**config.mk**
```make
export PLATFORM = sky130hd
export DESIGN_NAME = bram_arbiter_flat
export DESIGN_NICKNAME = d
export VERILOG_FILES = /design/src/rtl/bram_arbiter_if.sv /design/src/rtl/bram_arbiter.sv /design/src/flat_wrapper.sv
export SDC_FILE = /design/constraint.sdc
export NUM_CORES = 1
export LEC_CHECK = 0
export BUFFER_PORTS_ARGS = -buffer_cell sky130_fd_sc_hd__buf_2
export CAP_MARGIN = 5
export CORE_MARGIN = 2
export CORE_UTILIZATION = 35
export DETAILED_ROUTE_END_ITERATION = 16
export PLACE_DENSITY_LB_ADDON = 0.12
export SYNTH_ARGS = -nofsm -noshare
export SYNTH_HDL_FRONTEND = slang
export SYNTH_SLANG_ARGS = --single-unit
```
**constraint.sdc**
```tcl
create_clock -name clk -period 1.3 [get_ports clk]
set_input_delay 0.065 -clock clk [delete_from_list [all_inputs] [get_ports clk]]
set_output_delay 0.065 -clock clk [all_outputs]
set_load 0.05 [all_outputs]
```
**src/rtl/bram_arbiter_if.sv**
```systemverilog
// Requester and bram-side signal bundle for bram_arbiter. The arbiter connects
// through the slave modport; the requesters and bram model connect through master.
interface bram_arbiter_if #(
  parameter int WIDTH = 8
);
  logic             p0_valid;
  logic             p0_ready;
  logic [WIDTH-1:0] p0_addr;
  logic [31:0]      p0_wdata;
  logic [3:0]       p0_wmask;
  logic [31:0]      p0_rdata;

  logic             p1_valid;
  logic             p1_ready;
  logic [WIDTH-1:0] p1_addr;
  logic [31:0]      p1_wdata;
  logic [3:0]       p1_wmask;
  logic [31:0]      p1_rdata;

  logic [WIDTH-1:0] bram_addr;
  logic [31:0]      bram_wdata;
  logic [3:0]       bram_wmask;
  logic [31:0]      bram_rdata;

  modport slave (
    input  p0_valid, p0_addr, p0_wdata, p0_wmask,
    output p0_ready, p0_rdata,
    input  p1_valid, p1_addr, p1_wdata, p1_wmask,
    output p1_ready, p1_rdata,
    output bram_addr, bram_wdata, bram_wmask,
    input  bram_rdata
  );

  modport master (
    output p0_valid, p0_addr, p0_wdata, p0_wmask,
    input  p0_ready, p0_rdata,
    output p1_valid, p1_addr, p1_wdata, p1_wmask,
    input  p1_ready, p1_rdata,
    input  bram_addr, bram_wdata, bram_wmask,
    output bram_rdata
  );
endinterface

```
**src/rtl/bram_arbiter.sv**
```systemverilog
// Two-port arbiter in front of a single-port, byte-masked, 1-cycle-latency bram.
// Fixed priority (port 0 wins) by default; define BRAM_ARB_RR_EN for round-robin.
module bram_arbiter #(
  parameter int WIDTH = 8
) (
  input  logic           clk,
  input  logic           reset,
  bram_arbiter_if.slave  bus
);

  typedef enum logic [1:0] {
    IDLE  = 2'd0,
    ISSUE = 2'd1,
    WAIT  = 2'd2
  } state_t;

  state_t           state_q, state_d;
  logic             grant_q, grant_d;   // 0 = port 0, 1 = port 1
  logic [WIDTH-1:0] addr_q,  addr_d;
  logic [31:0]      wdata_q, wdata_d;
  logic [3:0]       wmask_q, wmask_d;

  logic any_valid;
  logic win;

  assign any_valid = bus.p0_valid | bus.p1_valid;

`ifdef BRAM_ARB_RR_EN
  logic last_q, last_d;

  // On a tie the port that was not served last wins; a lone requester always wins.
  assign win    = (bus.p0_valid & bus.p1_valid) ? ~last_q : ~bus.p0_valid;
  assign last_d = (state_q == IDLE && any_valid) ? win : last_q;

  always_ff @(posedge clk or posedge reset) begin
    if (reset) last_q <= 1'b1;
    else       last_q <= last_d;
  end
`else
  assign win = ~bus.p0_valid;
`endif

  always_ff @(posedge clk or posedge reset) begin
    if (reset) begin
      state_q <= IDLE;
      grant_q <= 1'b0;
      addr_q  <= '0;
      wdata_q <= '0;
      wmask_q <= '0;
    end else begin
      // NOTE: non-blocking so every register sees the pre-edge values of the others.
      state_q <= state_d;
      grant_q <= grant_d;
      addr_q  <= addr_d;
      wdata_q <= wdata_d;
      wmask_q <= wmask_d;
    end
  end

  always_comb begin
    // NOTE: hold-value defaults first, so no path through the case leaves a latch.
    state_d = state_q;
    grant_d = grant_q;
    addr_d  = addr_q;
    wdata_d = wdata_q;
    wmask_d = wmask_q;
    unique case (state_q)
      IDLE: begin
        if (any_valid) begin
          grant_d = win;
          addr_d  = win ? bus.p1_addr  : bus.p0_addr;
          wdata_d = win ? bus.p1_wdata : bus.p0_wdata;
          wmask_d = win ? bus.p1_wmask : bus.p0_wmask;
          state_d = ISSUE;
        end
      end
      ISSUE:   state_d = WAIT;
      WAIT:    state_d = IDLE;
      default: state_d = IDLE;
    endcase
  end

  // Address and data simply hold the latched request; only the mask is gated,
  // so the bram can never see a write outside the ISSUE cycle.
  assign bus.bram_addr  = addr_q;
  assign bus.bram_wdata = wdata_q;
  assign bus.bram_wmask = (state_q == ISSUE) ? wmask_q : 4'b0000;

  assign bus.p0_ready = (state_q == WAIT) & ~grant_q;
  assign bus.p1_ready = (state_q == WAIT) &  grant_q;
  assign bus.p0_rdata = bus.p0_ready ? bus.bram_rdata : 32'd0;
  assign bus.p1_rdata = bus.p1_ready ? bus.bram_rdata : 32'd0;

endmodule
```
**src/flat_wrapper.sv**
```systemverilog
// flat-port wrapper written by rule: the top's interface ports become plain ports
module bram_arbiter_flat 
#(
  parameter int WIDTH = 8
)
  (clk, reset, bus_p0_valid, bus_p0_addr, bus_p0_wdata, bus_p0_wmask, bus_p0_ready, bus_p0_rdata, bus_p1_valid, bus_p1_addr, bus_p1_wdata, bus_p1_wmask, bus_p1_ready, bus_p1_rdata, bus_bram_addr, bus_bram_wdata, bus_bram_wmask, bus_bram_rdata);
  bram_arbiter_if #(.WIDTH(WIDTH)) bus_i ();
  input  logic clk;
  input  logic reset;
  input wire logic [$bits(bus_i.p0_valid)-1:0] bus_p0_valid;
  input wire logic [$bits(bus_i.p0_addr)-1:0] bus_p0_addr;
  input wire logic [$bits(bus_i.p0_wdata)-1:0] bus_p0_wdata;
  input wire logic [$bits(bus_i.p0_wmask)-1:0] bus_p0_wmask;
  output wire logic [$bits(bus_i.p0_ready)-1:0] bus_p0_ready;
  output wire logic [$bits(bus_i.p0_rdata)-1:0] bus_p0_rdata;
  input wire logic [$bits(bus_i.p1_valid)-1:0] bus_p1_valid;
  input wire logic [$bits(bus_i.p1_addr)-1:0] bus_p1_addr;
  input wire logic [$bits(bus_i.p1_wdata)-1:0] bus_p1_wdata;
  input wire logic [$bits(bus_i.p1_wmask)-1:0] bus_p1_wmask;
  output wire logic [$bits(bus_i.p1_ready)-1:0] bus_p1_ready;
  output wire logic [$bits(bus_i.p1_rdata)-1:0] bus_p1_rdata;
  output wire logic [$bits(bus_i.bram_addr)-1:0] bus_bram_addr;
  output wire logic [$bits(bus_i.bram_wdata)-1:0] bus_bram_wdata;
  output wire logic [$bits(bus_i.bram_wmask)-1:0] bus_bram_wmask;
  input wire logic [$bits(bus_i.bram_rdata)-1:0] bus_bram_rdata;
  assign bus_i.p0_valid = bus_p0_valid;
  assign bus_i.p0_addr = bus_p0_addr;
  assign bus_i.p0_wdata = bus_p0_wdata;
  assign bus_i.p0_wmask = bus_p0_wmask;
  assign bus_p0_ready = bus_i.p0_ready;
  assign bus_p0_rdata = bus_i.p0_rdata;
  assign bus_i.p1_valid = bus_p1_valid;
  assign bus_i.p1_addr = bus_p1_addr;
  assign bus_i.p1_wdata = bus_p1_wdata;
  assign bus_i.p1_wmask = bus_p1_wmask;
  assign bus_p1_ready = bus_i.p1_ready;
  assign bus_p1_rdata = bus_i.p1_rdata;
  assign bus_bram_addr = bus_i.bram_addr;
  assign bus_bram_wdata = bus_i.bram_wdata;
  assign bus_bram_wmask = bus_i.bram_wmask;
  assign bus_i.bram_rdata = bus_bram_rdata;
  bram_arbiter #(.WIDTH(WIDTH)) u_core (.clk(clk), .reset(reset), .bus(bus_i));
endmodule
```
==> results_dict.tcl <==
set metrics [dict create \
    drc_errors 0 \
    grt_antenna_before_repair 0 \
    cts_tree "done" \
    clock_latency_ns 0.29 \
    vias 2603 \
    grt_pass1_wl_mm 12.49 \
    grt_util_met3 0.03557 \
    critPathMaxFanout 17 \
    ys_types 15 \
    drive_gt1_frac 0.8819 \
    rsz0062_at_grt "true" \
    place.gp.congestion 0.6803 \
    clockBufferDepth 2 \
    fin_crit_sh 1.264 \
    p_per_area_mw_per_mm2 2484 \
    nFillCells 637 \
    violations "setup timing" \
    syn_nets 351 \
    skew_ns 0.004738 \
    grt_pass1_vias 2569 \
    tns_ns -28.54 \
    synth_top_area_share 0.4005 \
    clock.fmax_mhz 608.8 \
    hold_class "in2reg" \
    rows 33 \
    overflow 0 \
    min_from "bus_p1_valid" \
    clk_pin_slew_ns 0.08 \
    io_pins 234 \
    synth_area_leaders "dfrtp_1 40%, mux2_4 20%, mux2_2 19%" \
    max-cap-violations 0 \
    syn-mean-instance-area_sq_um 12.94 \
    rrSetupSlack_ns -0.24 \
    die_h_um 95.60 \
    yosys_warnings 0 \
    cp.required_ns 1.24 \
    grtUsageMet1 0.2044 \
    die_w_um 95.60 \
    cts.htree.levels 2 \
    fin_cells 579 \
    busiest_layer "met2" \
    vias_per_cell 4.496 \
    synthesis.area_sq_mm 0.002937 \
    antenna_cells 0 \
    cp-startpoint "u_core.state_q[1]" \
    tightest_slew_ns 0.2638 \
    drtAntennaViolNets 0 \
    worstReg2RegStart "u_core.state_q[1]" \
    hold_violations 0 \
    synthCells 227 \
    drtIter0Drc 41 \
    wl_per_cell_um 15.13 \
    wl_mm 8.759 \
    critical_path_class "reg2out" \
    r2r-end "u_core.bus.bram_wdata[4]" \
    ys_ff_latch 47 \
    multi_input_area_sq_mm 0.001749 \
    hpwl_mm 6.201 \
    final_net_count 597 \
    setup_violations 114 \
    grt_start_max_net_pins 48 \
    regArea_sq_mm 0.001177 \
    cp-endpoint "bus_p1_rdata[2]" \
    power_leakage_nw 2.680 \
    dpl_worst_slack_ns -0.1595 \
    met2_usage 0.3281 \
    slew_headroom 0.8253 \
    worstPathArrival_ns 1.58 \
    cp-end-kind "output pin" \
    outcome "finished, violations left" \
    ir_worst_vdd_mv 1.411 \
    reg2reg_depth 5 \
    start_util 0.3592 \
    grt_use_total 0.1769 \
    post-synth-top-area-cell "dfrtp_1" \
    dp.cells 560 \
    drt-pass1-iter-count 4 \
    die_area_sq_mm 0.009138 \
    clock_sinks 47 \
    setup_ws_ns -0.3427 \
    syn_to_final_growth_pct 78.36 \
    cts_made_buffers 5 \
    ys_seq_area_frac 0.4005 \
    min_period_ns 1.643 \
    drv_slew 0 \
    coreArea_sq_mm 0.008175 \
    post-route-util 0.6406 \
    port_buffers 233 \
    critPathLaunchType "register" \
    cts_root_buf "clkbuf_8" \
]
[power breakdown]
group	leakage, nW	total, W	internal [W]	switching (W)
clock network	0.0484	0.000910	0.000436	0.000473
logic	2.08	0.00943	0.00400	0.00543
registers	0.549	0.00267	0.00223	0.000444
total	2.68	0.0130	0.00666	0.00635
[state kept, by name (all words and copies together), names as in the netlist]
register	flops
u_core.bus.bram_addr	8
u_core.wmask_q	4
u_core.state_q	2
u_core.grant_q	1
u_core.bus.bram_wdata	32
[cells by family after synthesis]
logic type / after synthesis / synth area share
mux: 88 / 0.3873
buf+inv: 17 / 0.05070
simple gates: 72 / 0.1555
compound gates: 3 / 0.005966
flops: 47 / 0.4005
[synthesized netlist by cell type]
master,instances
a21oi_1,2
clkbuf_1,6
and2_1,68
mux2_2,49
nor2_1,1
nor3b_2,1
o21a_1,1
buf_6,2
dfrtp_1,47
nor2b_1,1
mux2_4,39
inv_1,1
buf_2,4
and3b_1,1
buf_12,4
[routing by layer]
metal / share of wire / up-vias
met5: 0 / -
met4: 0.017 / 0
met3: 0.081 / 13
met2: 0.52 / 133
met1: 0.39 / 1202
li1: - / 1255
[per-stage QoR]
step                      total power [W]  hold WS, ns  cell area (sq um)
after floorplan                  0.009076       0.2429               3040
after global placement            0.01063       0.1328               4369
after detailed placement          0.01071       0.1392               4369
after CTS                         0.01278      0.06859               5051
after global routing              0.01357      0.08553               5238
final                             0.01301      0.07191               5238
[timing repair]
action	CTS	global route
cloned	3	2
hold buffers	1	0
resized for setup	141	43
pin swaps	0	6
setup buffers	4	1
endpoints found under the setup margin	114	114
endpoints found under the hold margin	47	0
[layout make-up]
| class | instances | area share |
|---|---|---|
| tap | 105 | 0.02508 |
| sequential | 47 | 0.2248 |
| timing repair buffer | 255 | 0.3973 |
| multi-input combinational | 163 | 0.3340 |
| inverter | 1 | 0.0007167 |
| clock inverter | 1 | 0.001672 |
| clock buffer | 7 | 0.01648 |
[critical path, stage by stage (launching register included)]
cell     delay [ns]
dfrtp_1        0.40
buf_6          0.12
and3b_2        0.24
buf_12         0.16
and2_2         0.20
buf_6          0.15
[placed cells by master (no fill, tap or decap), drive strengths merged]
cell type	n
inv	1
clkbuf	9
clkinv	1
a21oi	2
nor2b	1
and2	68
mux2	88
and3b	1
o21a	1
nor3b	1
dfrtp	47
buf	250
bufbuf	2
dlygate4sd3	1
nor2	1
[worst min-delay path by stage]
stage | slack, ns | end | depth (start not counted)
finish | 0.07 | u_core.grant_q | 3
detailed placement | 0.14 | u_core.bus.bram_wdata[5] | 3
global route | 0.09 | u_core.grant_q | 3
floorplan | 0.24 | u_core.grant_q | 2
global placement | 0.13 | u_core.bus.bram_addr[0] | 3
CTS | 0.07 | u_core.grant_q | 3
Power figures use the tool's default switching activity.
